$ cat src/rtl/cs_seq_pkg.sv
// Shared types and constants for the chip-select sequencer: FSM state encoding,
// device count / select width and the decoder enable levels packed as {d, e_n, f_n}.
package cs_seq_pkg;

   localparam int NUM_DEV = 8;
   localparam int SEL_W   = 3;

   localparam logic [2:0] EN_IDLE   = 3'b011;
   localparam logic [2:0] EN_ACTIVE = 3'b100;

   typedef enum logic [2:0] {
      ST_IDLE,
      ST_SETUP,
      ST_ACTIVE,
      ST_GAP,
      ST_DONE
   } cs_seq_state_t;

endpackage

$ cat src/rtl/cs_lowbit_pick.sv
// Combinational lowest-set-bit finder: idx is the lowest set position of bits,
// any flags that at least one bit is set (idx is 0 when none are).
module cs_lowbit_pick
   import cs_seq_pkg::*;
(
   input  logic [NUM_DEV-1:0] bits,
   output logic [SEL_W-1:0]   idx,
   output logic               any
);

   always_comb begin
      idx = '0;
      any = 1'b0;
      // Scan downward so the last hit written is the lowest index.
      for (int i = NUM_DEV - 1; i >= 0; i--) begin
         if (bits[i]) begin
            idx = SEL_W'(i);
            any = 1'b1;
         end
      end
   end

endmodule

$ cat src/rtl/cs_select_sequencer.sv
// Walks a latched device mask, driving the 3-to-8 decoder select and enables with
// guard cycles around every sel change. Optional abort port: define CS_SEQ_ABORT_EN.
module cs_select_sequencer
   import cs_seq_pkg::*;
#(
   parameter int DWELL_W = 4
) (
   input  logic               clk,
   input  logic               rst,
   input  logic               start,
   input  logic [NUM_DEV-1:0] dev_mask,
   input  logic [DWELL_W-1:0] dwell,
   output logic [SEL_W-1:0]   sel,
   output logic               en_d,
   output logic               en_e_n,
   output logic               en_f_n,
   output logic               busy,
`ifdef CS_SEQ_ABORT_EN
   output logic               done,
   input  logic               abort
`else
   output logic               done
`endif
);

   cs_seq_state_t      state_q, state_d;
   logic [NUM_DEV-1:0] mask_q, mask_d;
   logic [DWELL_W-1:0] dwell_q, dwell_d;
   logic [DWELL_W-1:0] cnt_q, cnt_d;
   logic [SEL_W-1:0]   sel_d;
   logic [2:0]         en_lv_d;
   logic [NUM_DEV-1:0] mask_cleared;
   logic [NUM_DEV-1:0] pick_in;
   logic [SEL_W-1:0]   pick_idx;
   logic               pick_any;
   logic               abort_req;

`ifdef CS_SEQ_ABORT_EN
   assign abort_req = abort;
`else
   assign abort_req = 1'b0;
`endif

   // sel always holds the slot being visited, so it names the bit to retire.
   assign mask_cleared = mask_q & ~(NUM_DEV'(1) << sel);
   assign pick_in      = (state_q == ST_IDLE) ? dev_mask : mask_cleared;

   cs_lowbit_pick u_pick (
      .bits (pick_in),
      .idx  (pick_idx),
      .any  (pick_any)
   );

   always_comb begin
      state_d = state_q;
      mask_d  = mask_q;
      dwell_d = dwell_q;
      cnt_d   = cnt_q;
      sel_d   = sel;

      case (state_q)
         ST_IDLE: begin
            if (start) begin
               mask_d  = dev_mask;
               dwell_d = dwell;
               if (pick_any) begin
                  state_d = ST_SETUP;
                  sel_d   = pick_idx;
               end else begin
                  state_d = ST_DONE;
               end
            end
         end
         ST_SETUP: begin
            state_d = ST_ACTIVE;
            cnt_d   = dwell_q;
         end
         ST_ACTIVE: begin
            if (cnt_q == '0) state_d = ST_GAP;
            else             cnt_d   = cnt_q - 1'b1;
         end
         ST_GAP: begin
            mask_d = mask_cleared;
            if (pick_any) begin
               state_d = ST_SETUP;
               sel_d   = pick_idx;
            end else begin
               state_d = ST_DONE;
               sel_d   = '0;
            end
         end
         ST_DONE: begin
            state_d = ST_IDLE;
            sel_d   = '0;
         end
         default: begin
            state_d = ST_IDLE;
            sel_d   = '0;
         end
      endcase

      // Abort funnels through one enables-off GAP cycle; DONE is left alone so
      // the done pulse is never repeated.
      if (abort_req && (state_q == ST_SETUP || state_q == ST_ACTIVE)) begin
         state_d = ST_GAP;
         mask_d  = '0;
         sel_d   = sel;
      end else if (abort_req && state_q == ST_GAP) begin
         state_d = ST_DONE;
         mask_d  = '0;
         sel_d   = '0;
      end

      en_lv_d = (state_d == ST_ACTIVE) ? EN_ACTIVE : EN_IDLE;
   end

   always_ff @(posedge clk) begin
      if (rst) begin
         state_q                  <= ST_IDLE;
         mask_q                   <= '0;
         dwell_q                  <= '0;
         cnt_q                    <= '0;
         sel                      <= '0;
         {en_d, en_e_n, en_f_n}   <= EN_IDLE;
         busy                     <= 1'b0;
         done                     <= 1'b0;
      end else begin
         state_q                  <= state_d;
         mask_q                   <= mask_d;
         dwell_q                  <= dwell_d;
         cnt_q                    <= cnt_d;
         sel                      <= sel_d;
         {en_d, en_e_n, en_f_n}   <= en_lv_d;
         busy                     <= (state_d != ST_IDLE);
         done                     <= (state_d == ST_DONE);
      end
   end

endmodule

$ cat config.mk
export PLATFORM = sky130hd
export DESIGN_NAME = cs_select_sequencer
export DESIGN_NICKNAME = d
export VERILOG_FILES = /design/src/rtl/cs_seq_pkg.sv /design/src/rtl/cs_lowbit_pick.sv /design/src/rtl/cs_select_sequencer.sv
export SDC_FILE = /design/constraint.sdc
export NUM_CORES = 1
export LEC_CHECK = 0
export ABC_AREA = 1
export BUFFER_PORTS_ARGS = -buffer_cell sky130_fd_sc_hd__buf_2
export CAP_MARGIN = 20
export CORE_MARGIN = 10
export CORE_UTILIZATION = 55
export DETAILED_ROUTE_END_ITERATION = 16
export GPL_TIMING_DRIVEN = 0
export PLACE_DENSITY_LB_ADDON = 0.12
export RECOVER_POWER = 50
export SLEW_MARGIN = 20
export SYNTH_ARGS = -nofsm -noshare
export SYNTH_HDL_FRONTEND = slang
export SYNTH_SLANG_ARGS = --single-unit
$ cat constraint.sdc
create_clock -name clk -period 1.6 [get_ports clk]
set_input_delay 0 -clock clk [delete_from_list [all_inputs] [get_ports clk]]
set_output_delay 0 -clock clk [all_outputs]
set_load 0.005 [all_outputs]
# Word-level counts from Yosys, hierarchy flattened
# Cells that the tools add are included.
# totals
reg_bits	27
latch_bits	0
ramBits	0
mem_bits_ro	0
input_bits	15
output_inout_bits	8
elab_cells	63
mem_count	0
# classes
addsub	1
n_mul	0
div	0
magnitude_cmp	0
n_eq_ne	8
shifts	1
n_mux	30
bitwise	3
n_reduce_logical	10
# ops
op	count
$mux 3	15
$mux 8	2
$pmux 8 s2	1
$pmux 3 s4	1
$eq 3x2->1 const B	3
$pmux 3 s3	1
$and 8x8->8	1
$mux 1	8
$not 8->8	1
$pmux 4 s2	1
$shl 1x3->8 const A	1
$ne 2x2->1 const B	3
$reduce_and 2->1	3
$logic_not 4->1	1
$mux 4	1
$reduce_bool 2->1	2
$sub 4x1->4 const B	1
$eq 3x1->1 const B	1
$eq 3x3->1 const B	1
$logic_not 3->1	1
$reduce_and 3->1	1
$reduce_bool 3->1	1
$reduce_or 2->1	1
$not 1->1	1

# Logic depth before layout (Yosys ltp)
# logic_depth
depth_word	17
depth_mapped	14
ltp_nobuf	13

# Cells and area by module
# From an unflattened synthesis, not the netlist that was laid out.
# hier_totals
hier_cells	232
area_unflattened_um2	1508.9
# modules_own_cells
mod	instances	cells_per_inst	area_per_inst_um2	seq_area_each_um2
cs_select_sequencer	1	210	1410.1	520.5
cs_lowbit_pick	1	22	98.8	0.0

# Worst setup path after synthesis
# Ideal clock, no wire load.
# synth_timing
path_type	reg2reg
start	reg cnt_q[0]
end	reg cnt_q[1]
setup_time_ns	0.134
arrival_time_ns	1.334
t_required_ns	1.466
setup_slack_ns	0.132
stages_incl_launch_ff	9
synth_period_minus_slack_ns	1.468
path_cell_list	dfxtp_1 inv_1 ha_1 nand2_1 nor2_1 o21ai_0 inv_1 a211oi_1 a211oi_1
# synth_via
elab_chain_cells	3
# synth_lines
item	line_no	source
start: declaration	cs_select_sequencer.sv:29	logic [DWELL_W-1:0] cnt_q, cnt_d;
start signal: assignment	cs_select_sequencer.sv:131	cnt_q <= cnt_d;
$sub 4x1->4 / $logic_not 4->1 (equally long branches)	cs_select_sequencer.sv:80, cs_select_sequencer.sv:79	
$mux 4 / $ne 2x2->1 (equally long branches)	n/a	
$pmux 4 s2 / $reduce_and 2->1 (equally long branches)	n/a	
# Parallel ways exist; a longest one is shown, timed or not. The select of a mux whose other input is x is not followed.
# A chain may end at the register's enable or synchronous reset.

# Worst setup path after layout
# layout_timing
start	reg state_q[2]
end	reg sel[1]
# layout_via
elab_chain_cells	13
# layout_lines
item	line_no	source
start: declaration	cs_select_sequencer.sv:26	cs_seq_state_t state_q, state_d;
start signal: assignment	cs_select_sequencer.sv:128	state_q <= state_d;
$logic_not 3->1	cs_select_sequencer.sv:46, cs_select_sequencer.sv:61	
$mux 8	cs_select_sequencer.sv:46	assign pick_in = (state_q == ST_IDLE) ? dev_mask : mask_cleared;
$mux 3 (8 in a row)	cs_lowbit_pick.sv:16	if (bits[i]) begin
$mux 3	cs_select_sequencer.sv:66	if (pick_any) begin
$mux 3	cs_select_sequencer.sv:63	if (start) begin
$pmux 3 s3	cs_select_sequencer.sv:61	case (state_q)
end signal: assignment	cs_select_sequencer.sv:132	sel <= sel_d;
end: declaration	cs_select_sequencer.sv:13	output logic [SEL_W-1:0] sel,
# Parallel ways exist; a longest one is shown, timed or not. The select of a mux whose other input is x is not followed.

==> results.py <==
metrics = {
    "synthesis": {
        "synth_common_cells": "79 x nand2_1, 26 x dfxtp_1, 25 x inv_1, 25 x nand3_1, 16 x nor2_1",
        "synth_top_cell_area_share_pct": 36.1,
        "yosys.area.top_type": "dfxtp_1",
        "syn-cell-area_sq_mm": 0.00144,
        "synth_area_per_cell_sq_um": 6.43,
        "synth_flop_cell": "dfxtp_1",
        "ys_ff_latch": 26,
        "synth.distinct_cells": 27,
        "yosys_warnings": 0,
        "mappedNetlistNets": 240,
        "yosys-top-cells-area": "dfxtp_1 36%, nand2_1 21%, nand3_1 8.7%, inv_1 6.5%, nor2_1 4.2%",
        "synth_edf_count": 0,
        "synth-seq-area-share_pct": 36.1,
        "syn_inst": 224,
        "async_flop_share_pct": 0,
        "yosysMostFrequentCell": "nand2_1",
    },
    "floorplan": {
        "start_util_pct": 57.7,
        "die_h_microns": 71.2,
        "die_area_sq_mm": 0.00507,
        "rows": 18,
        "pin_count": 23,
        "core_sq_mm": 0.00250,
        "die_x_microns": 71.2,
    },
    "drt": {
        "drt-wirelength-per-cell_microns": 12.7,
        "drt-met1-wl_microns": 1740,
        "drtIter0Drc": 156,
        "vias_per_cell": 5.21,
        "drc": 0,
        "antenna_left": 0,
        "num_vias": 1552,
        "dr.pass1.iters": 4,
        "route.top_layer_used": "met4",
        "wl_met2_microns": 1640,
        "wl_met3_microns": 378,
        "wl_microns": 3800,
    },
    "cells_and_area": {
        "area_growth_pct": 30.3,
        "layout.nets": 285,
        "fin_util_pct": 75.1,
        "n_antenna_cell": 0,
        "fill_cells": 221,
        "layout.cells.non_filler": 298,
        "drive_gt1_share_pct": 28.0,
    },
    "worst_setup_path": {
        "arrival_ns": 1.88,
        "cpPeakStageDelay_ns": 0.36,
        "crit_buf_inv": 3,
        "crit_path_frequent_cell": "nand2_1",
        "critical_path_class": "reg -> reg",
        "crit_path_start_kind": "register",
        "critPathTopFamily": "simple AND/OR/NAND/NOR gates",
        "path_max_fanout": 8,
        "slowest_stage": "dfxtp_2",
        "crit_path_cell_trace": "nor2_4, nand2_2, inv_2, buf_6, nand2_1, nand2_2, nand2_4, nor2_4, nand3_1, nand3_2, inv_2, nand2_1, nand2_1, nor2_2",
        "cp-end-kind": "register",
        "required_ns": 1.88,
    },
    "sta": {
        "period_needed_ns": 1.60,
        "hold_violations": 0,
        "fin_setup_tns_ns": 0,
        "fmax_mhz": 626,
        "rsz0062_at_grt": "yes",
        "setup_viol": 0,
        "max-slew-margin-rel_pct": 64.9,
        "min_period_over_period_pct": 99.8,
        "fin_skew_ns": 0.00142,
        "tightest_slew_ns": 0.526,
        "slew_viol_final": 0,
    },
    "job": {
        "cap_violations": 0,
    },
    "global_routing": {
        "grt_pass1_vias": 1314,
        "grt_usage_pct": 14.3,
        "gr-total-overflow": 0,
        "antenna_found_initial": 0,
        "grt_pass1_wl_microns": 6080,
        "grt_max_degree": 16,
    },
    "cts": {
        "cts_tree": "done",
        "clock_latency_ns": 0.33,
        "clk_pin_slew_ns": 0.14,
        "cts_sinks": 26,
        "ctsRootBufferMaster": "clkbuf_4",
        "clock_path_buffers": 2,
        "cts_buffers": 3,
        "cts_max_level": 1,
    },
    "placed_design": {
        "hpwl_microns": 2560,
        "io_buffers": 22,
        "dp.cells": 276,
        "place_congestion": 0.910,
    },
    "outcome": {
        "outcome": "complete, no violations",
    },
    "power": {
        "leakage_nw": 0.880,
        "total_power_mw": 2.18,
        "power.density_mw_per_mm2": 1160,
        "ir_drop_uv": 1040,
    },
    "min_path": {
        "hold_path_class": "in -> reg",
    },
}
## layer usage
| metal | global-route usage, % | vias to the layer above |
|---|---|---|
| met5 | 0 | - |
| met4 | 3.23 | 0 |
| met3 | 4.32 | 5 |
| met2 | 22.4 | 65 |
| met1 | 18.6 | 668 |
| li1 | - | 814 |
## stage by stage
| step | instance area (sq um) | setup slack, ns | hold WS, ns |
|---|---|---|---|
| final | 1880 | 0.00375 | 0.0575 |
| after global routing | 1880 | -0.0975 | 0.0670 |
| after CTS | 1790 | 0.00152 | 0.0539 |
| after detailed placement | 1590 | -0.0835 | 0.227 |
| after global placement | 1590 | -0.105 | 0.229 |
| after floorplan | 1440 | 0.132 | 0.0768 |
## worst paths after layout
check | end | cells after the start | startpoint | slack (ns)
worst min register to register | dwell_q[2]$_SDFFE_PP0P_ | 2 | dwell_q[2]$_SDFFE_PP0P_ | 0.48
worst max register to register | sel[1]$_SDFFE_PP0P_ | 14 | state_q[2]$_SDFF_PP0_ | 0.004
worst max-delay path | sel[1]$_SDFFE_PP0P_ | 14 | state_q[2]$_SDFF_PP0_ | 0.004
worst min-delay path | mask_q[4]$_SDFFE_PP0P_ | 4 | dev_mask[4] | 0.06
## where the power goes
| group | total [mW] | switching (mW) | internal [mW] |
|---|---|---|---|
| clock network | 0.461 | 0.207 | 0.254 |
| registers | 0.811 | 0.0743 | 0.737 |
| logic | 0.911 | 0.548 | 0.364 |
| total | 2.18 | 0.829 | 1.35 |
## state kept, by name, summed over array words and instances, names as in the netlist
name	count
en_d	1
mask_q	8
busy	1
done	1
dwell_q	4
sel	3
cnt_q	4
en_e_n	1
state_q	3
## area by class of cell
class	count	area [sq um]	area share [%]
inverters	29	111	5.93
plain buffers	6	42.5	2.27
well taps	30	37.5	2.00
flip-flops and latches	26	532	28.3
clock buffers	3	22.5	1.20
clock inverters	1	30.0	1.60
multi-input cells	163	835	44.4
repair buffers	40	268	14.3
## placed cells by master, fill, tap and decap left out, drive strengths merged
master and count:
o21ai 6, inv 29, a221oi 1, bufinv 1, dlygate4sd3 11, a211oi 2, nor3 4, xor2 1
nor2 20, clkbuf 10, a31oi 6, buf 28, dfxtp 26, nand2 83, nand3 26, ha 1
o221a 2, o211ai 1, a22oi 1, nand3b 1, a21oi 8
## logic make-up (layout without fill, tap and decap cells)
group	after synthesis	after routing	synth area share, %
compound gates	27	27	11.7
xor+xnor	1	1	0.608
fa+ha+maj	1	1	0.868
buf+inv	35	79	10.2
flops	26	26	36.1
simple gates	134	134	40.5
## tightest hold or removal path: stages
cell     delay [ns]
buf_2          0.10
nand2_1        0.05
o221a_2        0.17
nor2_1         0.03
## timing repair
item | 4_1_cts | 5_1_grt
hold buffers | 11 | 0
gates cloned | 0 | 0
gates resized for setup | 13 | 21
pin swaps | 4 | 7
endpoints found under the setup margin | 15 | 20
hold endpoints to repair | 12 | 0
buffers inserted | 1 | 6
(Power assumes the default switching activity.)
